### src/rtl/ula_pkg.sv
// Shared definitions for the ULA and its two-requester arbiter.
package ula_pkg;
    localparam int WIDTH = 8;

    localparam logic [1:0] COND_ADD = 2'b00;
    localparam logic [1:0] COND_SUB = 2'b01;
    localparam logic [1:0] COND_EQ  = 2'b10;
    localparam logic [1:0] COND_ONE = 2'b11;

    typedef enum logic [1:0] {
        ST_IDLE = 2'd0,
        ST_EXEC = 2'd1,
        ST_RESP = 2'd2
    } state_e;
endpackage

### src/rtl/ula_arbiter_if.sv
// Request/response bus between the two requesters and the ULA arbiter.
interface ula_arbiter_if;
    logic [1:0]                 req_valid;
    logic [1:0]                 req_ready;
    logic [ula_pkg::WIDTH-1:0]  req_a0;
    logic [ula_pkg::WIDTH-1:0]  req_a1;
    logic [ula_pkg::WIDTH-1:0]  req_b0;
    logic [ula_pkg::WIDTH-1:0]  req_b1;
    logic [1:0]                 req_cond0;
    logic [1:0]                 req_cond1;
    logic [1:0]                 rsp_valid;
    logic [1:0]                 rsp_ready;
    logic [ula_pkg::WIDTH-1:0]  rsp_out;
    logic                       rsp_carry;

    modport master (
        output req_valid, req_a0, req_a1, req_b0, req_b1, req_cond0, req_cond1, rsp_ready,
        input  req_ready, rsp_valid, rsp_out, rsp_carry
    );

    modport slave (
        input  req_valid, req_a0, req_a1, req_b0, req_b1, req_cond0, req_cond1, rsp_ready,
        output req_ready, rsp_valid, rsp_out, rsp_carry
    );
endinterface

### src/rtl/ula.sv
// Combinational 8-bit ULA: add, subtract (CARRY = borrow), equality and one-check.
module ula #(
    parameter int WIDTH = ula_pkg::WIDTH
) (
    input  logic [WIDTH-1:0] i_a,
    input  logic [WIDTH-1:0] i_b,
    input  logic [1:0]       i_cond,
    output logic [WIDTH-1:0] o_out,
    output logic             o_carry
);
    import ula_pkg::*;

    logic [WIDTH:0] w_sum;

    // Compare ops report their flag on CARRY and leave OUT at zero.
    always_comb begin
        w_sum   = '0;
        o_out   = '0;
        o_carry = 1'b0;
        case (i_cond)
            COND_ADD: begin
                w_sum   = {1'b0, i_a} + {1'b0, i_b};
                o_out   = w_sum[WIDTH-1:0];
                o_carry = w_sum[WIDTH];
            end
            COND_SUB: begin
                w_sum   = {1'b0, i_a} - {1'b0, i_b};
                o_out   = w_sum[WIDTH-1:0];
                o_carry = w_sum[WIDTH];
            end
            COND_EQ:  o_carry = (i_a == i_b);
            default:  o_carry = (i_a == WIDTH'(1));
        endcase
    end
endmodule

### src/rtl/ula_arbiter.sv
// Round-robin arbiter/sequencer sharing one ULA between two requesters.
module ula_arbiter #(
    parameter int WIDTH = ula_pkg::WIDTH,
    parameter int CNT_W = 16
) (
    input  logic             clk,
    input  logic             rst_n,
    ula_arbiter_if.slave     bus,
    output logic             busy,
    output logic [CNT_W-1:0] op_count
);
    import ula_pkg::*;

    state_e           r_state;
    state_e           w_next;
    logic             r_last;
    logic             r_id;
    logic [WIDTH-1:0] r_a;
    logic [WIDTH-1:0] r_b;
    logic [1:0]       r_cond;
    logic [WIDTH-1:0] r_out;
    logic             r_carry;
    logic [CNT_W-1:0] r_cnt;
    logic             w_any;
    logic             w_gnt;
    logic             w_done;
    logic [WIDTH-1:0] w_ula_out;
    logic             w_ula_carry;

    assign w_any  = |bus.req_valid;
    // Under contention the requester that did not win last time goes first.
    assign w_gnt  = (&bus.req_valid) ? ~r_last : bus.req_valid[1];
    assign w_done = bus.rsp_ready[r_id];

    always_ff @(posedge clk) begin
        if (!rst_n) r_state <= ST_IDLE;
        else        r_state <= w_next;
    end

    always_comb begin
        w_next = r_state;
        case (r_state)
            ST_IDLE: if (w_any) w_next = ST_EXEC;
            ST_EXEC: w_next = ST_RESP;
            ST_RESP: if (w_done) w_next = ST_IDLE;
            default: w_next = ST_IDLE;
        endcase
    end

    always_comb begin
        bus.req_ready = '0;
        bus.rsp_valid = '0;
        if (r_state == ST_IDLE && w_any) bus.req_ready[w_gnt] = 1'b1;
        if (r_state == ST_RESP)          bus.rsp_valid[r_id]  = 1'b1;
        busy = (r_state != ST_IDLE);
    end

    always_ff @(posedge clk) begin
        if (!rst_n) begin
            r_last  <= 1'b1;
            r_id    <= 1'b0;
            r_a     <= '0;
            r_b     <= '0;
            r_cond  <= '0;
            r_out   <= '0;
            r_carry <= 1'b0;
            r_cnt   <= '0;
        end else begin
            case (r_state)
                ST_IDLE: if (w_any) begin
                    r_id   <= w_gnt;
                    r_a    <= w_gnt ? bus.req_a1    : bus.req_a0;
                    r_b    <= w_gnt ? bus.req_b1    : bus.req_b0;
                    r_cond <= w_gnt ? bus.req_cond1 : bus.req_cond0;
                end
                ST_EXEC: begin
                    r_out   <= w_ula_out;
                    r_carry <= w_ula_carry;
                end
                ST_RESP: if (w_done) begin
                    r_last <= r_id;
                    if (r_cnt != '1) r_cnt <= r_cnt + CNT_W'(1);
                end
                default: ;
            endcase
        end
    end

    ula #(.WIDTH(WIDTH)) u_ula (
        .i_a     (r_a),
        .i_b     (r_b),
        .i_cond  (r_cond),
        .o_out   (w_ula_out),
        .o_carry (w_ula_carry)
    );

    assign bus.rsp_out   = r_out;
    assign bus.rsp_carry = r_carry;
    assign op_count      = r_cnt;
endmodule

### src/flat_wrapper.sv
// flat-port wrapper written by rule: the top's interface ports become plain ports
module ula_arbiter_flat import ula_pkg::*;
#(
    parameter int WIDTH = ula_pkg::WIDTH,
    parameter int CNT_W = 16
)
  (clk, rst_n, busy, op_count, bus_req_valid, bus_req_a0, bus_req_a1, bus_req_b0, bus_req_b1, bus_req_cond0, bus_req_cond1, bus_rsp_ready, bus_req_ready, bus_rsp_valid, bus_rsp_out, bus_rsp_carry);
  ula_arbiter_if bus_i ();
  input  logic clk;
  input  logic rst_n;
  output logic busy;
  output logic [CNT_W-1:0] op_count;
  input wire logic [$bits(bus_i.req_valid)-1:0] bus_req_valid;
  input wire logic [$bits(bus_i.req_a0)-1:0] bus_req_a0;
  input wire logic [$bits(bus_i.req_a1)-1:0] bus_req_a1;
  input wire logic [$bits(bus_i.req_b0)-1:0] bus_req_b0;
  input wire logic [$bits(bus_i.req_b1)-1:0] bus_req_b1;
  input wire logic [$bits(bus_i.req_cond0)-1:0] bus_req_cond0;
  input wire logic [$bits(bus_i.req_cond1)-1:0] bus_req_cond1;
  input wire logic [$bits(bus_i.rsp_ready)-1:0] bus_rsp_ready;
  output wire logic [$bits(bus_i.req_ready)-1:0] bus_req_ready;
  output wire logic [$bits(bus_i.rsp_valid)-1:0] bus_rsp_valid;
  output wire logic [$bits(bus_i.rsp_out)-1:0] bus_rsp_out;
  output wire logic [$bits(bus_i.rsp_carry)-1:0] bus_rsp_carry;
  assign bus_i.req_valid = bus_req_valid;
  assign bus_i.req_a0 = bus_req_a0;
  assign bus_i.req_a1 = bus_req_a1;
  assign bus_i.req_b0 = bus_req_b0;
  assign bus_i.req_b1 = bus_req_b1;
  assign bus_i.req_cond0 = bus_req_cond0;
  assign bus_i.req_cond1 = bus_req_cond1;
  assign bus_i.rsp_ready = bus_rsp_ready;
  assign bus_req_ready = bus_i.req_ready;
  assign bus_rsp_valid = bus_i.rsp_valid;
  assign bus_rsp_out = bus_i.rsp_out;
  assign bus_rsp_carry = bus_i.rsp_carry;
  ula_arbiter #(.WIDTH(WIDTH), .CNT_W(CNT_W)) u_core (.clk(clk), .rst_n(rst_n), .bus(bus_i), .busy(busy), .op_count(op_count));
endmodule
### config.mk
export PLATFORM = sky130hd
export DESIGN_NAME = ula_arbiter_flat
export DESIGN_NICKNAME = d
export VERILOG_FILES = /design/src/rtl/ula_pkg.sv /design/src/rtl/ula_arbiter_if.sv /design/src/rtl/ula.sv /design/src/rtl/ula_arbiter.sv /design/src/flat_wrapper.sv
export SDC_FILE = /design/constraint.sdc
export NUM_CORES = 1
export LEC_CHECK = 0
export ABC_CLOCK_PERIOD_IN_PS = 5550
export BUFFER_PORTS_ARGS = -buffer_cell sky130_fd_sc_hd__buf_2
export CAP_MARGIN = 20
export CELL_PAD_IN_SITES_DETAIL_PLACEMENT = 1
export CELL_PAD_IN_SITES_GLOBAL_PLACEMENT = 1
export CORE_MARGIN = 2
export CORE_UTILIZATION = 41
export DETAILED_ROUTE_END_ITERATION = 16
export PLACE_DENSITY_LB_ADDON = 0.1
export SLEW_MARGIN = 20
export SYNTH_ARGS = -nofsm -noshare
export SYNTH_HDL_FRONTEND = slang
export SYNTH_SLANG_ARGS = --single-unit
### constraint.sdc
create_clock -name clk -period 5.55 [get_ports clk]
set_clock_uncertainty 0.05 [all_clocks]
set_input_delay 0.555 -clock clk [delete_from_list [all_inputs] [get_ports clk]]
set_output_delay 0.555 -clock clk [all_outputs]
set_load 0.01 [all_outputs]
==> results of run 1 <==
## registers in the layout, summed over array words and instances, names as in the netlist
| name | cells |
|---|---|
| u_core.r_state | 2 |
| u_core.r_id | 1 |
| u_core.op_count | 16 |
| u_core.r_cond | 2 |
| u_core.r_last | 1 |
| u_core.bus.rsp_carry | 1 |
| u_core.r_a | 8 |
| u_core.r_b | 8 |
| u_core.bus.rsp_out | 8 |
## stage by stage
stage | hold slack (ns) | worst slack, ns
final | 0.448 | 3.02
after global routing | 0.461 | 2.87
after CTS | 0.453 | 3.00
after detailed placement | 0.431 | 3.24
after global placement | 0.420 | 2.98
after floorplan | 0.432 | 3.49
## cell type report
class,instances,area [sq um],area share (%)
Clock inverter,2,38.8,1.22
Clock buffer,6,82.6,2.60
Multi-Input combinational cell,223,1570,49.3
Tap cell,77,96.3,3.04
Sequential cell,47,941,29.7
Timing Repair Buffer,73,370,11.7
Inverter,21,78.8,2.48
## cells by family (layout without fill, tap and decap cells)
logic type / count (synthesis) / count (layout) / synth area share (%)
compound gates: 71 / 71 / 20.0
xor+xnor: 17 / 17 / 5.62
fa+ha+maj: 19 / 19 / 9.54
buf+inv: 37 / 102 / 5.67
flops: 47 / 47 / 35.5
mux: 5 / 5 / 1.89
simple gates: 111 / 111 / 21.7
## power by group
part | total, W | leakage, nW | internal (W) | switching (W)
logic | 0.000212 | 0.938 | 0.0000919 | 0.000120
clock network | 0.000275 | 0.0618 | 0.000148 | 0.000127
registers | 0.000379 | 0.383 | 0.000358 | 0.0000219
## layout by cell type (no fill, tap or decap), types with 2 or more instances in the layout
| cell type | Yosys | layout |
|---|---|---|
| xnor2_1 | 13 | 13 |
| nand2_1 | 12 | 12 |
| a222oi_1 | 18 | 18 |
| o21ai_1 | 2 | 3 |
| nor3_1 | 10 | 10 |
| nand3_1 | 5 | 5 |
| fa_1 | 2 | 2 |
| or4_1 | 2 | 2 |
| inv_1 | 21 | 21 |
| and2_1 | 3 | 3 |
| a31oi_1 | 4 | 4 |
| dfxtp_1 | 47 | 47 |
| and3_1 | 2 | 2 |
| a32o_1 | 3 | 3 |
| nor2b_1 | 3 | 3 |
| buf_4 | 0 | 2 |
| a21o_1 | 2 | 2 |
| o21ba_2 | 2 | 2 |
| nand4_1 | 4 | 4 |
| nor2_1 | 45 | 45 |
| a22oi_1 | 2 | 2 |
| nor4_1 | 6 | 6 |
| or3_1 | 4 | 4 |
| a21oi_1 | 16 | 16 |
| o21ai_0 | 13 | 12 |
| mux2i_1 | 5 | 5 |
| clkbuf_8 | 0 | 6 |
| nand2b_1 | 5 | 5 |
| ha_1 | 17 | 17 |
| buf_2 | 3 | 71 |
| xor2_1 | 4 | 4 |
## layer usage
metal	GRT usage (%)	up-vias	share of wire [%]
met5	0	-	0
met4	4.33	0	0.92
met3	3.83	5	5.2
met2	33.4	69	44
met1	30.4	1220	50
li1	-	1243	-
## path summary, 6_finish.rpt
kind	start	endpoint	slack [ns]	depth (start not counted)
min reg2reg	u_core.bus.rsp_out[6]	u_core.bus.rsp_out[6]	0.45	1
max reg2reg	u_core.r_b[1]	u_core.bus.rsp_out[7]	3.21	8
max	u_core.r_state[0]	bus_req_ready[0]	3.02	4
min	u_core.bus.rsp_out[6]	u_core.bus.rsp_out[6]	0.45	1
==> results.txt, run 1 <==
outcome -> completed
Fmax -> 395 MHz
crit path buf inv count -> 2
global-route wire length before repair -> 12200 um
Yosys top cell area share -> 35.5%
share of post-route cells with drive strength above 1 -> 24.5%
Warnings, synthesis -> 0
vias per inst -> 5.65
Total Wirelength -> 7360 um
CP Data Required Time -> 4.95 ns
via count -> 2537
Power, Total -> 0.000866 W
Cell Area, Synth -> 2650 sq um
Core Rows -> 29
synthesized flop and latch total -> 47
initial antenna violation count -> 0
# hold bufs at CTS -> 0
antenna-violating nets left -> 0
die area -> 7120 sq um
TritonCTS Buffers -> 5
highest cell delay on the worst timing path -> 0.65 ns
fill count -> 775
final net count -> 432
placed inst area -> 3050 sq um
Final HPWL DP -> 5610 um
most frequent cells after synthesis -> dfxtp_1, nor2_1, inv_1
largest net degree at the start of global routing -> 34
Post-synth EDFFs -> 0
clk sink count -> 47
Pleak -> 1.38 nW
antenna cell count -> 0
total global routing overflow -> 0
final hold violations -> 0
I/O pins -> 72
Netlist cell types -> 49
post-CTS sizing -> 0
TritonCTS clock tree -> done
Worst Tran Pin Value -> 0.799 ns
vias in the first global route -> 2418
GRT Overall Usage -> 21.1%
cell area power density -> 273 nW/um^2
setup tns final -> 0 ns
Tmin final -> 2.53 ns
family with the most delay on the worst path -> compound AO/OA/AOI/OAI gates
Mapped Cells -> 307
count leader, synth -> dfxtp_1
MaxCap Viol Count -> 0
Util after Layout -> 50.3%
Slew Limit Fails -> 0
Setup-failing EPs final -> 0
first-pass iteration count of the detailed router -> 5
chip width -> 84.4 um
Synth area leader -> dfxtp_1
Crit Path Category -> register to output port
CP Cell Sequence -> nor2_1 > inv_1 > a211oi_4 > buf_2
Die Height -> 84.4 um
synthesis-to-finish area growth -> 19.8%
GPL Wtd Cong -> 0.850
Post-CTS Setup Inserts -> 0
Critical Path AT -> 1.93 ns
Crit Path Max Fanout -> 19
CP Launch Type -> register
DR WL/cell -> 16.4 um
slowest cell on the critical path -> a211oi_4
sequential fraction of the synthesis area -> 35.5%
drc violations -> 0
normalized max-slew margin -> 46.1%
final instance area -> 3170 sq um
top post-synthesis cells by area -> dfxtp_1, ha_1, a222oi_1
Reg clk slew, reported paths -> 0.10 ns
Initial Util -> 42.0%
number of DRC markers in iteration 0 -> 132
Main synth FF type -> dfxtp_1
placed insts -> 441
Crit. End Element -> output port
H-Tree Depth -> 2
CTS Buffer Depth -> 2
HP Class -> register to register
Clk Latency, worst-skew pair -> 0.31 ns
clock root buffer -> clkbuf_8
IO Port Bufs -> 71
Synth Net Count -> 368
RSZ-0062 raised after global routing -> false
Tcrit/Tclk final -> 45.6%
maximum vdd drop -> 0.000122 V
core footprint -> 6310 sq um
Finished Layout Cells -> 449
Async SR Flop Fraction -> 0%
Syn Area/Cell -> 8.63 sq um
No activity file was read; power rests on OpenSTA's default activity.
==> run 2: changes to the inputs <==
ABC_AREA = 1   (was unset)
ABC_CLOCK_PERIOD_IN_PS = 2400   (was 5550)
CORE_UTILIZATION = 37   (was 41)
clock period = 2.4 ns   (was 5.55 ns; I/O delays follow)
==> run 2 against run 1 <==
Cell count up 42%. Highest routed layer unchanged. Clock power up 110%. Setup slack worse by 2.6 ns. First-iteration DRC count down 3.0%. Sequential power up 130%. Sequential cell count unchanged. Via count up 25%.
==> results.txt, run 2 <==
largest net degree at the start of global routing -> 22 (-35%)
core footprint -> 7810 sq um (+24%)
highest cell delay on the worst timing path -> 0.37 ns (-0.28 ns)
Worst Reg-to-Reg Cells -> 10 (+2)
Reg clk slew, reported paths -> 0.09 ns (about the same)
count leader, synth -> nand2_1
max reg flops -> 16 (unchanged)
Tmin final -> 1.97 ns
Mapped Cells -> 468 (+52%)
synthesized flop and latch total -> 47 (unchanged)
CP Cell Sequence -> ha_1 > nand2_1 > nor2_2 > nand2_2 > nor2_2 > nor2_2 > buf_4 > nand3_1 > nand2_1 > a21oi_1
Setup-failing EPs final -> 0 (unchanged)
antenna cell count -> 0 (unchanged)
HP Start -> bus_req_a0[1]
vias per inst -> 4.97 (-12%)
met2 wire len -> 3920 um (+22%)
Die Height -> 94.4 um (+12%)
number of DRC markers in iteration 0 -> 128 (-3.0%)
via count -> 3171 (+25%)
Crit. End Element -> register
first-pass iteration count of the detailed router -> 4 (-1)
# hold bufs at CTS -> 0 (unchanged)
GRT Overall Usage -> 22.1% (+0.96 points)
most used cell, CP -> nor2_2
TritonCTS Buffers -> 5 (unchanged)
outcome -> completed
die area -> 8900 sq um (+25%)
Async SR Flop Fraction -> 0% (unchanged)
vias in the first global route -> 3221 (+33%)
chip width -> 94.4 um (+12%)
share of post-route cells with drive strength above 1 -> 17.7% (-6.7 points)
Fmax -> 508 MHz
placed inst area -> 3450 sq um (+13%)
TritonCTS clock tree -> done
Slew Limit Fails -> 0 (unchanged)
DR WL met3 -> 422 um (+11%)
Yosys top cell area share -> 31.2% (-4.4 points)
most frequent cells in the layout -> nand2_1, buf_2, inv_1
HP Class -> primary input to register
Netlist cell types -> 35 (-29%)
GPL Wtd Cong -> 0.845 (-0.56%)
R2R Setup Slk -> 0.43 ns (-2.78 ns)
CP Data Required Time -> 2.55 ns (-2.40 ns)
final instance area -> 3550 sq um (+12%)
Post-synth EDFFs -> 0 (unchanged)
Warnings, synthesis -> 0 (unchanged)
initial antenna violation count -> 0 (unchanged)
maximum vdd drop -> 0.000273 V (+120%)
Clk Latency, worst-skew pair -> 0.30 ns (about the same)
Reg2Reg Launch Point -> u_core.op_count[0]
Core Rows -> 32 (+10%)
Syn Area/Cell -> 6.45 sq um (-25%)
setup tns final -> 0 ns (unchanged)
synthesis-to-finish area growth -> 17.5%
Pleak -> 1.69 nW (+22%)
Synth area leader -> dfxtp_1
normalized max-slew margin -> 56.0% (+10 points)
CTS Buffer Depth -> 2 (unchanged)
MaxCap Viol Count -> 0 (unchanged)
Crit Path Max Fanout -> 11 (-8)
Synth Net Count -> 529 (+44%)
DR WL/cell -> 14.3 um (-12%)
IO Port Bufs -> 71 (unchanged)
most common cell after layout, fill and taps aside -> nand2_1
sequential fraction of the synthesis area -> 31.2% (-4.4 points)
Met1 Wirelength -> 4720 um (+28%)
I/O pins -> 72 (unchanged)
Main synth FF type -> dfxtp_1
CP Launch Type -> register
clk sink count -> 47 (unchanged)
H-Tree Depth -> 2 (unchanged)
Cell Area, Synth -> 3020 sq um (+14%)
Fin Hold WS -> 0.146 ns (-0.301 ns)
antenna-violating nets left -> 0 (unchanged)
Hold EP -> u_core.r_a[1]
cell area power density -> 575 nW/um^2 (+110%)
terminus of the critical flop-to-flop path -> u_core.op_count[6]
Worst Hold Depth -> 3 (+2)
Tcrit/Tclk final -> 82.0%
Final HPWL DP -> 7350 um (+31%)
Initial Util -> 38.7% (-3.3 points)
global-route wire length before repair -> 15600 um (+28%)
Worst Tran Pin Value -> 0.655 ns (-0.144 ns)
top post-synthesis cells by area -> dfxtp_1, nand2_1, ha_1
DR top layer -> met4
most frequent cells after synthesis -> nand2_1, inv_1, dfxtp_1
Total Wirelength -> 9160 um (+24%)
Critical Path AT -> 2.12 ns (+0.19 ns)
drc violations -> 0 (unchanged)
RSZ-0062 raised after global routing -> false
post-CTS sizing -> 0 (unchanged)
Crit Path Category -> register to register
clock root buffer -> clkbuf_8
total global routing overflow -> 0 (unchanged)
Post-CTS Setup Inserts -> 0 (unchanged)
final net count -> 597 (+38%)
final hold violations -> 0 (unchanged)
slowest cell on the critical path -> dfxtp_1
run 2: cells by family (layout without fill, tap and decap cells):
group | count (synthesis) | after routing | share of synthesized area [%]
AND/OR/NAND/NOR | 250 | 250 | 34.6
adder cells (fa/ha/maj) | 19 | 19 | 8.37
AO/OA/AOI/OAI | 74 | 74 | 14.0
XOR/XNOR | 6 | 6 | 1.74
flip-flops | 47 | 47 | 31.2
buffers and inverters | 72 | 140 | 10.2
run 2: final cells by class:
cell class	instances	area (sq um)
multi-input cells	349	1770
clock buffers	6	72.6
fillers	1100	4260
repair buffers	76	393
inverters	57	214
clock inverters	1	30.0
well taps	102	128
flip-flops and latches	47	941
run 2: layer usage:
metal / up-vias / global-route usage, %
li1: 1632 / -
met1: 1459 / 32.5
met2: 70 / 33.7
met3: 10 / 3.91
met4: 0 / 4.95
met5: - / 0
run 2: worst max-delay path by stage:
stage / startpoint / endpoint / slack (ns) / cells after the start
3_3_place_gp: u_core.op_count[0] / u_core.op_count[5] / 0.54 / 10
4_1_cts: u_core.op_count[0] / u_core.op_count[6] / 0.42 / 10
2_1_floorplan: u_core.r_a[0] / u_core.bus.rsp_carry / 0.71 / 9
3_5_place_dp: u_core.op_count[0] / u_core.op_count[6] / 0.43 / 10
6_report: u_core.op_count[0] / u_core.op_count[6] / 0.43 / 10
5_1_grt: u_core.op_count[0] / u_core.op_count[3] / 0.25 / 10
run 2: through the flow:
stage	cells	utilization, %	setup slack [ns]	total power [W]
after CTS	638	45.5	0.419	0.00207
after detailed placement	631	44.2	0.433	0.00149
after floorplan	468	-	0.715	0.00129
after global routing	638	45.5	0.247	0.00219
final	638	45.5	0.433	0.00204
after global placement	631	44.2	0.543	0.00147
run 2: critical path, delay by kind of cell, from the launching register on:
family	cells	cell delay, ns
AND/OR/NAND/NOR	7	0.85
buffers and inverters	1	0.26
flip-flops	1	0.37
adder cells (fa/ha/maj)	1	0.27
AO/OA/AOI/OAI	1	0.05
run 2: power by group:
part | switching, W | internal (W) | leakage, nW
sequential | 0.0000491 | 0.000834 | 0.384
clock | 0.000271 | 0.000306 | 0.0513
combinational | 0.000376 | 0.000206 | 1.25
